File: config.mk
export PLATFORM = sky130hd
export DESIGN_NAME = alu_seq_ctrl
export DESIGN_NICKNAME = d
export VERILOG_FILES = /design/src/rtl/alu_seq_ctrl.sv
export SDC_FILE = /design/constraint.sdc
export NUM_CORES = 1
export LEC_CHECK = 0
export CORE_UTILIZATION = 35
export DETAILED_ROUTE_END_ITERATION = 8
export PLACE_DENSITY = 0.68
export SYNTH_ARGS = -nofsm -noshare
export SYNTH_HDL_FRONTEND = slang
export SYNTH_SLANG_ARGS = --single-unit
File: constraint.sdc
create_clock -name clk -period 2.3 [get_ports clk]
set_input_delay 0.46 -clock clk [delete_from_list [all_inputs] [get_ports clk]]
set_output_delay 0.46 -clock clk [all_outputs]
set_load 0.005 [all_outputs]
File: src/rtl/alu_seq_ctrl.sv
// alu_seq_ctrl: screens commands, issues one ALU start, and returns result, status and latency.
module alu_seq_ctrl #(
    parameter int TIMEOUT_CYC = 64
) (
    input  logic        clk,
    input  logic        n_rst,
    input  logic        cmd_valid,
    output logic        cmd_ready,
    input  logic [3:0]  cmd_dtype,
    input  logic [4:0]  cmd_op,
    input  logic [15:0] cmd_src1,
    input  logic [15:0] cmd_src2,
    output logic        alu_start,
    output logic [3:0]  alu_dtype,
    output logic [4:0]  alu_op,
    output logic [15:0] alu_src1,
    output logic [15:0] alu_src2,
    input  logic        alu_done,
    input  logic [31:0] alu_result,
    output logic        rsp_valid,
    input  logic        rsp_ready,
    output logic [31:0] rsp_result,
    output logic [1:0]  rsp_err,
    output logic [7:0]  rsp_cycles,
    output logic        busy
);
    typedef enum logic [2:0] {IDLE, CHECK, ISSUE, WAIT, RESP} state_t;
    localparam logic [4:0] OP_DIV = 5'b01000;
    localparam logic [4:0] OP_MUL = 5'b00100;
    localparam logic [7:0] TMO = 8'(TIMEOUT_CYC);

    state_t      state_q, state_d;
    logic [3:0]  dtype_q, dtype_d;
    logic [4:0]  op_q, op_d;
    logic [15:0] src1_q, src1_d, src2_q, src2_d;
    logic [7:0]  cnt_q, cnt_d, cyc_q, cyc_d;
    logic [31:0] res_q, res_d;
    logic [1:0]  err_q, err_d;
    logic        start_q, start_d, ready_q, ready_d, valid_q, valid_d, busy_q, busy_d;

    always_comb begin
        state_d = state_q;
        dtype_d = dtype_q;
        op_d    = op_q;
        src1_d  = src1_q;
        src2_d  = src2_q;
        cnt_d   = cnt_q;
        cyc_d   = cyc_q;
        res_d   = res_q;
        err_d   = err_q;
        case (state_q)
            IDLE: if (cmd_valid) begin
                dtype_d = cmd_dtype;
                op_d    = cmd_op;
                src1_d  = cmd_src1;
                src2_d  = cmd_src2;
                state_d = CHECK;
            end
            CHECK: if ((op_q != OP_DIV) && (op_q != OP_MUL)) begin
                {res_d, cyc_d, err_d} = {32'd0, 8'd0, 2'd1};
                state_d = RESP;
            end else if ((op_q == OP_DIV) && (src2_q == 16'd0)) begin
                {res_d, cyc_d, err_d} = {32'd0, 8'd0, 2'd2};
                state_d = RESP;
            end else begin
                state_d = ISSUE;
            end
            // counter reads 1 in the first WAIT cycle, so it equals cycles since the start pulse
            ISSUE: begin
                cnt_d   = 8'd1;
                state_d = WAIT;
            end
            WAIT: if (alu_done) begin
                {res_d, cyc_d, err_d} = {alu_result, cnt_q, 2'd0};
                state_d = RESP;
            end else if (cnt_q == TMO) begin
                {res_d, cyc_d, err_d} = {32'd0, 8'd0, 2'd3};
                state_d = RESP;
            end else begin
                cnt_d = cnt_q + 8'd1;
            end
            RESP: state_d = rsp_ready ? IDLE : RESP;
            default: state_d = IDLE;
        endcase
        start_d = state_d == ISSUE;
        ready_d = state_d == IDLE;
        valid_d = state_d == RESP;
        busy_d  = state_d != IDLE;
    end

    always_ff @(posedge clk or negedge n_rst) begin
        if (!n_rst) begin
            state_q <= IDLE;
            dtype_q <= '0;
            op_q    <= '0;
            src1_q  <= '0;
            src2_q  <= '0;
            cnt_q   <= '0;
            cyc_q   <= '0;
            res_q   <= '0;
            err_q   <= '0;
            start_q <= 1'b0;
            ready_q <= 1'b1;
            valid_q <= 1'b0;
            busy_q  <= 1'b0;
        end else begin
            state_q <= state_d;
            dtype_q <= dtype_d;
            op_q    <= op_d;
            src1_q  <= src1_d;
            src2_q  <= src2_d;
            cnt_q   <= cnt_d;
            cyc_q   <= cyc_d;
            res_q   <= res_d;
            err_q   <= err_d;
            start_q <= start_d;
            ready_q <= ready_d;
            valid_q <= valid_d;
            busy_q  <= busy_d;
        end
    end

    assign cmd_ready  = ready_q;
    assign alu_start  = start_q;
    assign alu_dtype  = dtype_q;
    assign alu_op     = op_q;
    assign alu_src1   = src1_q;
    assign alu_src2   = src2_q;
    assign rsp_valid  = valid_q;
    assign rsp_result = res_q;
    assign rsp_err    = err_q;
    assign rsp_cycles = cyc_q;
    assign busy       = busy_q;
endmodule

==> results of run 1 <==
==> where the power goes <==
part	internal, uW	switching, uW	leakage, uW
registers	2270	404	0.00125
clock network	450	634	0.0000984
logic	1620	844	0.00117
total	4340	1880	0.00252
==> final cells by class <==
type,instances,area [sq um]
clock inverters,6,58.8
clock buffers,10,138
flip-flops and latches,98,2450
fillers,966,4890
multi-input cells,147,1320
inverters,4,15.0
repair buffers,171,1740
well taps,140,175
==> Yosys cell counts, drive strengths merged <==
| cell | n | area share |
|---|---|---|
| dfrtp | 97 | 0.63 |
| mux2 | 41 | 0.12 |
| a22o | 40 | 0.091 |
| buf | 9 | 0.020 |
| clkbuf | 6 | 0.0061 |
| a21oi | 5 | 0.0074 |
| nand2 | 5 | 0.0048 |
| nor2 | 5 | 0.0048 |
| nor3b | 5 | 0.015 |
| o21ai | 5 | 0.0065 |
| or3 | 5 | 0.0094 |
| inv | 4 | 0.0039 |
| nor3 | 4 | 0.0052 |
| nor4 | 4 | 0.0065 |
| nand3 | 3 | 0.0039 |
| xor2 | 3 | 0.0068 |
| a211oi | 2 | 0.0065 |
| ha | 2 | 0.0065 |
| nand2b | 2 | 0.0052 |
| nand4 | 2 | 0.0032 |
| a211o | 1 | 0.0026 |
| a21boi | 1 | 0.0048 |
| and2 | 1 | 0.0016 |
| and2b | 1 | 0.0023 |
| and3 | 1 | 0.0016 |
| and3b | 1 | 0.0023 |
| and4bb | 1 | 0.0032 |
| dfstp | 1 | 0.0068 |
| mux2i | 1 | 0.0026 |
| nand3b | 1 | 0.0019 |
| nor4b | 1 | 0.0039 |
| o2111ai | 1 | 0.0023 |
| o21a | 1 | 0.0019 |
| or4b | 1 | 0.0026 |
| xnor2 | 1 | 0.0023 |
==> what timing repair did <==
action | 4_1_cts | 5_1_grt
resized for setup | 0 | 0
hold endpoints to repair | 13 | 0
hold buffers | 1 | 0
==> sequential cells by signal (all words and copies together) (netlist names) <==
name        count
rsp_result     32
alu_src1       16
alu_src2       16
cnt_q           8
rsp_cycles      8
alu_op          5
alu_dtype       4
state_q         3
rsp_err         2
alu_start       1
busy            1
cmd_ready       1
rsp_valid       1
==> layer usage <==
metal,routed length [microns],up-vias
met1,3900,1398
met3,781,10
met5,0,-
met2,4130,115
li1,-,1314
met4,135,0
==> through the flow <==
step	util	instance area (sq um)	setup slack, ps
global route	0.547	5900	97.1
detailed placement	0.528	5690	143
global placement	0.528	5690	196
finish	0.547	5900	276
CTS	0.547	5900	217
floorplan	-	3880	546
==> cells in the final DEF, fill, tap and decap left out, types with 2 or more instances in the layout <==
| cell type | n |
|---|---|
| or3_1 | 4 |
| ha_1 | 2 |
| clkdlybuf4s50_1 | 163 |
| buf_4 | 3 |
| buf_12 | 4 |
| mux2_2 | 41 |
| o21ai_0 | 5 |
| nor2_1 | 5 |
| nor3_1 | 4 |
| a22o_1 | 39 |
| nor3b_2 | 2 |
| nand2_1 | 5 |
| nand3_1 | 3 |
| clkinv_4 | 2 |
| a211oi_2 | 2 |
| inv_1 | 4 |
| nor4_1 | 4 |
| nor3b_1 | 2 |
| a21oi_1 | 4 |
| clkbuf_8 | 10 |
| nand4_1 | 2 |
| dfrtp_1 | 97 |
| xor2_1 | 3 |
| inv_8 | 3 |
==> how the worst max path moves through the flow <==
stage               slack [ps]          from         end
global placement           200      alu_done  rsp_err[0]
detailed placement         140      alu_done    cnt_q[4]
CTS                        220  alu_src2[10]  rsp_err[0]
finish                     280  alu_src2[10]  rsp_err[0]
floorplan                  550      cnt_q[1]  rsp_err[1]
global route               100  alu_src2[10]  rsp_err[0]
==> logic make-up after synthesis <==
family	share of synthesized area
flops	0.633
compound gates	0.123
simple gates	0.0775
mux	0.122
buf+inv	0.0297
xor+xnor	0.00904
fa+ha+maj	0.00645
==> worst max-delay path, cell delays in order (launching register included) <==
cell and delay [ps]:
dfrtp_1 410, nor4_1 390, nand4_1 200, a21oi_2 290, a21boi_4 90, buf_12 200, a211o_2 330
==> impl_metrics.py, run 1 <==
metrics = {
    "clocking": {
        "clock-root-buffer": "clkbuf_8",
        "cts.htree.levels": 3,
        "cts_made_buffers": 9,
        "clkTransAtPathRegs_ps": 100,
        "clk_path_buf_depth": 2,
        "tritoncts": "done",
        "postCtsSetupBuffers": 0,
        "numClockSinks": 98,
        "clock_insertion_delay_worst_skew_ps": 360,
    },
    "power": {
        "power_uw": 6220,
        "peakVddDrop_mv": 0.556,
        "power.density_nw_per_um2": 1050,
        "leakage_uw": 0.00252,
    },
    "place": {
        "globalplace.congestion": 0.762,
        "port-buffer-count": 164,
        "placed_cells_incl_taps": 559,
        "hpwlAfterDp_mm": 6.43,
    },
    "logic_synthesis": {
        "synth_nets": 344,
        "ys_ff_latch": 98,
        "syn_inst": 264,
        "ys_types": 43,
        "synth_area_per_cell_sq_um": 14.7,
        "yosysWarnings": 0,
        "netlist_area_sq_um": 3880,
        "yosysSeqAreaShare": 0.633,
    },
    "timing": {
        "finalClockSkew_ps": 13.3,
        "period_needed_ps": 2020,
        "finalMaxSlewViolations": 0,
        "setup_violations": 0,
        "fmax_mhz": 494,
        "rsz0062_at_grt": "false",
        "slew_headroom": 0.531,
        "whs_ps": 507,
        "hold_viol_final": 0,
        "setup-tns-final_ps": 0,
        "tightest_slew_ps": 702,
        "period_share": 0.880,
    },
    "global_routing": {
        "grt.total_usage": 0.163,
        "grtUsageMet2": 0.256,
        "antenna_found_initial": 0,
        "grt.busiest_layer": "met2",
        "grt.overflow.total": 0,
        "grt_pass1_wl_mm": 14.6,
        "met1_usage": 0.214,
        "first_global_vias": 2902,
        "grt_max_degree": 48,
        "grtUsageMet3": 0.0517,
    },
    "finish": {
        "final_cells": 576,
        "area_growth_pct": 52.2,
        "drive_gt1_frac": 0.181,
        "layout.nets": 511,
        "antenna_cells": 0,
    },
    "critical_path": {
        "r2r_end": "rsp_err[0]",
        "worstPathMaxFanout": 42,
        "reg2reg_depth": 6,
        "cp.required_ps": 2540,
        "r2r_start": "alu_src2[10]",
        "cp-end-kind": "register",
        "arrival_ps": 2260,
        "critical_path_class": "reg -> reg",
        "r2r_slack_ps": 280,
        "worst_setup_path_start_kind": "register",
    },
    "floorplan": {
        "die_h_microns": 107,
        "initial_utilization": 0.359,
        "ios": 165,
        "core_area_sq_um": 10800,
        "num_rows": 38,
        "die_width_microns": 107,
        "dieArea_sq_um": 11500,
    },
    "run": {
        "drv_cap": 0,
    },
    "drt": {
        "wl_per_cell_microns": 15.5,
        "num_vias": 2837,
        "drtIter0Drc": 121,
        "drcViolationCount": 0,
        "viasPerCell": 4.93,
        "totalWireLength_mm": 8.94,
        "drtPass1Iterations": 4,
        "ant_nets": 0,
    },
    "worst_hold_path": {
        "hp-class": "reg -> reg",
        "min_to": "rsp_err[0]",
        "min_from": "rsp_err[0]",
        "whs_path_depth": 1,
    },
    "outcome": {
        "status": "complete, no violations",
    },
}
No activity file was read; power rests on OpenSTA's default activity.
==> run 2, diff against run 1 <==
Settings changed: CORE_ASPECT_RATIO from default to 2.
==> run 2 against run 1 <==
Against the previous run:
- cell count stayed put
- die area grew 0.23%
- highest routed layer unchanged
- largest cell class unchanged
- sequential share of layout area shrank 0.71 points
- critical endpoint is now rsp_result[28]
- hold slack worse by 470 ps
- combinational power about the same
- via count is 0.25% higher
- non-clock buffer count unchanged
- critical path depth is 2 higher
==> impl_metrics.py, run 2 (same netlist as run 1, synthesis figures left out) <==
metrics = {
    "outcome": {
        "status": "complete, no violations",
    },
    "drt": {
        "drcViolationCount": 0,
        "num_vias": 2844,
        "drtIter0Drc": 163,
        "viasPerCell": 4.94,
        "totalWireLength_mm": 10.2,
        "ant_nets": 0,
        "drtPass1Iterations": 4,
        "wl_per_cell_microns": 17.7,
    },
    "timing": {
        "finalClockSkew_ps": 10.2,
        "finalMaxSlewViolations": 0,
        "setup_violations": 0,
        "fmax_mhz": 486,
        "setup-tns-final_ps": 0,
        "period_needed_ps": 2060,
        "slew_headroom": 0.577,
        "period_share": 0.895,
        "tightest_slew_ps": 633,
        "rsz0062_at_grt": "false",
        "hold_viol_final": 0,
    },
    "critical_path": {
        "worstPathMaxFanout": 42,
        "r2r_start": "cnt_q[1]",
        "r2r_slack_ps": 240,
        "cp.required_ps": 2580,
        "r2r_end": "rsp_result[28]",
        "crit_end": "rsp_result[28]",
        "reg2reg_depth": 8,
        "critical_path_class": "reg -> reg",
        "cp-end-kind": "register",
        "worst_setup_path_start_kind": "register",
        "arrival_ps": 2340,
        "worstSetupStartpoint": "cnt_q[1]",
    },
    "clocking": {
        "clkTransAtPathRegs_ps": 70,
        "post_cts_resized": 0,
        "postCtsSetupBuffers": 0,
        "cts.htree.levels": 3,
        "numClockSinks": 98,
        "cts_hold_buf": 0,
        "clock-root-buffer": "clkbuf_16",
        "tritoncts": "done",
        "clk_path_buf_depth": 2,
        "cts_made_buffers": 9,
        "clock_insertion_delay_worst_skew_ps": 350,
    },
    "power": {
        "power.density_nw_per_um2": 1120,
        "leakage_uw": 0.00256,
        "peakVddDrop_mv": 0.664,
    },
    "finish": {
        "most-common-layout-cells": "clkdlybuf4s50_1, dfrtp_1, mux2_2",
        "area_growth_pct": 54.9,
        "post-route-util": 0.555,
        "antenna_cells": 0,
        "largest_reg_flops": 32,
        "layout_commonest_cell": "clkdlybuf4s50_1",
        "drive_gt1_frac": 0.181,
        "layout.nets": 511,
    },
    "floorplan": {
        "ios": 165,
        "die_width_microns": 76.4,
        "core_area_sq_um": 10800,
        "initial_utilization": 0.359,
        "dieArea_sq_um": 11500,
        "num_rows": 54,
        "die_h_microns": 151,
    },
    "global_routing": {
        "grt.overflow.total": 0,
        "grt_pass1_wl_mm": 16.0,
        "grt.total_usage": 0.183,
        "antenna_found_initial": 0,
        "first_global_vias": 3139,
        "grt_max_degree": 43,
    },
    "place": {
        "hpwlAfterDp_mm": 7.44,
        "port-buffer-count": 164,
        "globalplace.congestion": 0.758,
    },
    "run": {
        "drv_cap": 0,
    },
    "worst_hold_path": {
        "hp-class": "in -> async",
    },
}
## run 2: worst min path at each step
stage	end	from	cells after the start	slack [ps]
after floorplan	alu_dtype[0]	n_rst	0	160
after global placement	alu_src2[12]	n_rst	1	410
after detailed placement	alu_src2[12]	n_rst	1	420
after CTS	cnt_q[6]	n_rst	1	50
after global routing	alu_src2[12]	n_rst	1	60
final	alu_src2[12]	n_rst	1	40
## run 2: area by class of cell
class	count	area [sq um]
Clock buffer	10	229
Multi-Input combinational cell	147	1320
Tap cell	140	175
Clock inverter	6	72.6
Inverter	4	15.0
Sequential cell	98	2450
Fill cell	934	4810
Timing Repair Buffer	171	1740
## run 2: power breakdown
part,internal [uW],total [uW],switching (uW)
Combinational,1610,2490,880
Clock,855,1520,668
Sequential,2280,2690,411
Total,4740,6700,1960
## run 2: critical path, cell delays in order, from the launching register on
cell and delay [ps]:
dfrtp_1 440, inv_1 70, ha_1 190, and4bb_1 230, a21oi_1 240, nand2b_4 190, a21boi_4 190, buf_12 230
a22o_1 190
## run 2: metal layers
metal | part of all wire | up-vias | global-route usage
met3 | 0.040 | 10 | 0.0386
met2 | 0.57 | 86 | 0.344
met5 | 0 | - | 0
met1 | 0.37 | 1437 | 0.195
met4 | 0.015 | 0 | 0.0769
li1 | - | 1311 | -
## run 2: per-stage QoR
step / instance area, sq um / total power (uW) / hold WS (ps) / instances / setup slack, ps
2_1_floorplan: 3880 / 3780 / 164 / 264 / 546
3_3_place_gp: 5700 / 5180 / 410 / 560 / 222
3_5_place_dp: 5700 / 5240 / 418 / 560 / 231
4_1_cts: 6000 / 6800 / 49.3 / 576 / 229
5_1_grt: 6000 / 7070 / 56.0 / 576 / 64.5
6_report: 6000 / 6700 / 35.5 / 576 / 242
==> run 3, diff against run 2 <==
Settings changed: DONT_BUFFER_PORTS from default to 1, PLACE_DENSITY 0.68 to default.
==> run 3 against run 2 <==
Against the previous run:
- the flow now finishes with violations (negative hold slack)
- clock skew is 0.88 ps higher
- hold slack got worse by 230 ps
- maximum frequency down 1.0%
==> impl_metrics.py, run 3 (same netlist as run 1, synthesis figures left out) <==
metrics = {
    "critical_path": {
        "arrival_ps": 2350,
        "r2r_start": "cnt_q[0]",
        "critical_path_class": "reg -> reg",
        "cp.required_ps": 2580,
        "cp-end-kind": "register",
        "worstPathMaxFanout": 30,
        "worst_setup_path_start_kind": "register",
        "worstSetupStartpoint": "cnt_q[0]",
    },
    "finish": {
        "layout_commonest_cell": "dfrtp_1",
        "area_growth_pct": 11.4,
        "largest_reg_flops": 32,
        "layout.nets": 345,
        "most-common-layout-cells": "dfrtp_1, mux2_2, a22o_1",
        "antenna_cells": 0,
        "drive_gt1_frac": 0.285,
    },
    "clocking": {
        "clock-root-buffer": "clkbuf_16",
        "clock_insertion_delay_worst_skew_ps": 340,
        "post_cts_resized": 0,
        "clk_path_buf_depth": 2,
        "tritoncts": "done",
        "clkTransAtPathRegs_ps": 70,
        "cts_made_buffers": 9,
        "cts.htree.levels": 3,
        "numClockSinks": 98,
        "postCtsSetupBuffers": 0,
    },
    "power": {
        "leakage_uw": 0.00193,
        "peakVddDrop_mv": 0.501,
        "power.density_nw_per_um2": 1280,
    },
    "floorplan": {
        "ios": 165,
        "die_h_microns": 151,
        "dieArea_sq_um": 11500,
        "die_width_microns": 76.4,
        "initial_utilization": 0.359,
        "core_area_sq_um": 10800,
        "num_rows": 54,
    },
    "global_routing": {
        "first_global_vias": 2257,
        "grt_max_degree": 99,
        "grt_pass1_wl_mm": 12.5,
        "grt.overflow.total": 0,
        "grt.total_usage": 0.143,
        "antenna_found_initial": 0,
    },
    "outcome": {
        "violations": "negative hold slack",
        "status": "finished with violations",
    },
    "timing": {
        "rsz0062_at_grt": "false",
        "hold_viol_final": 97,
        "finalClockSkew_ps": 11.0,
        "fmax_mhz": 481,
        "period_share": 0.904,
        "period_needed_ps": 2080,
        "finalMaxSlewViolations": 0,
        "whs_ps": -190,
        "tightest_slew_ps": 449,
        "setup-tns-final_ps": 0,
        "setup_violations": 0,
        "slew_headroom": 0.700,
    },
    "drt": {
        "ant_nets": 0,
        "viasPerCell": 5.35,
        "totalWireLength_mm": 8.24,
        "num_vias": 2193,
        "drcViolationCount": 0,
        "drtIter0Drc": 112,
        "wl_per_cell_microns": 20.1,
        "drtPass1Iterations": 4,
    },
    "place": {
        "hpwlAfterDp_mm": 5.95,
        "port-buffer-count": 0,
        "globalplace.congestion": 0.740,
    },
    "worst_hold_path": {
        "hp-class": "in -> async",
    },
    "run": {
        "drv_cap": 0,
    },
}
## run 3: cell types whose count changed in the layout (fill, tap and decap cells not counted)
cell | before | now
clkinv_8 | 0 | 1
inv_6 | 2 | 0
buf_12 | 4 | 2
clkbuf_1 | 1 | 0
bufinv_16 | 1 | 0
clkinv_4 | 2 | 1
clkdlybuf4s50_1 | 163 | 0
clkinv_2 | 0 | 1
inv_8 | 0 | 3
buf_4 | 4 | 3
## run 3: per-stage QoR
step	total power, uW	std cells	area [sq um]	utilization	setup slack, ps
2_1_floorplan	3780	264	3880	-	546
3_3_place_gp	4080	394	4020	0.372	213
3_5_place_dp	4130	394	4020	0.372	183
4_1_cts	5630	410	4320	0.400	162
5_1_grt	5840	410	4320	0.400	89.6
6_report	5520	410	4320	0.400	221
## run 3: final timing paths
path | to | slack, ps | cells after the start
worst max-delay path | rsp_result[23] | 220 | 8
worst min-delay path | alu_dtype[0] | -190 | 0
worst max register to register | rsp_result[23] | 220 | 8
worst min register to register | rsp_result[26] | 540 | 1
max in group asynchronous | cmd_ready | 2260 | 0
min in group clk | rsp_result[16] | 240 | 1
## run 3: final cells by class
cell class / instances / area, sq um
multi-input cells: 147 / 1320
repair buffers: 5 / 62.6
fillers: 1027 / 6490
clock buffers: 9 / 225
well taps: 140 / 175
clock inverters: 7 / 71.3
inverters: 4 / 15.0
flip-flops and latches: 98 / 2450
## run 3: critical path: stages, from the launching register on
cell	delay, ps
dfrtp_1	350
inv_1	70
ha_1	190
and4bb_1	220
a21oi_1	210
nand2b_4	180
a21boi_4	390
buf_12	230
a22o_1	170
## run 3: power by group
part | leakage [uW] | switching (uW) | internal (uW) | total [uW]
combinational | 0.000532 | 530 | 706 | 1240
clock | 0.000144 | 695 | 765 | 1460
sequential | 0.00125 | 546 | 2280 | 2830
total | 0.00193 | 1770 | 3750 | 5520
## run 3: routing by layer
layer	track usage	vias to the layer above	part of all wire
met3	0.0488	10	0.054
met1	0.156	1120	0.37
li1	-	976	-
met5	0	-	0
met4	0.0644	0	0.018
met2	0.248	87	0.56
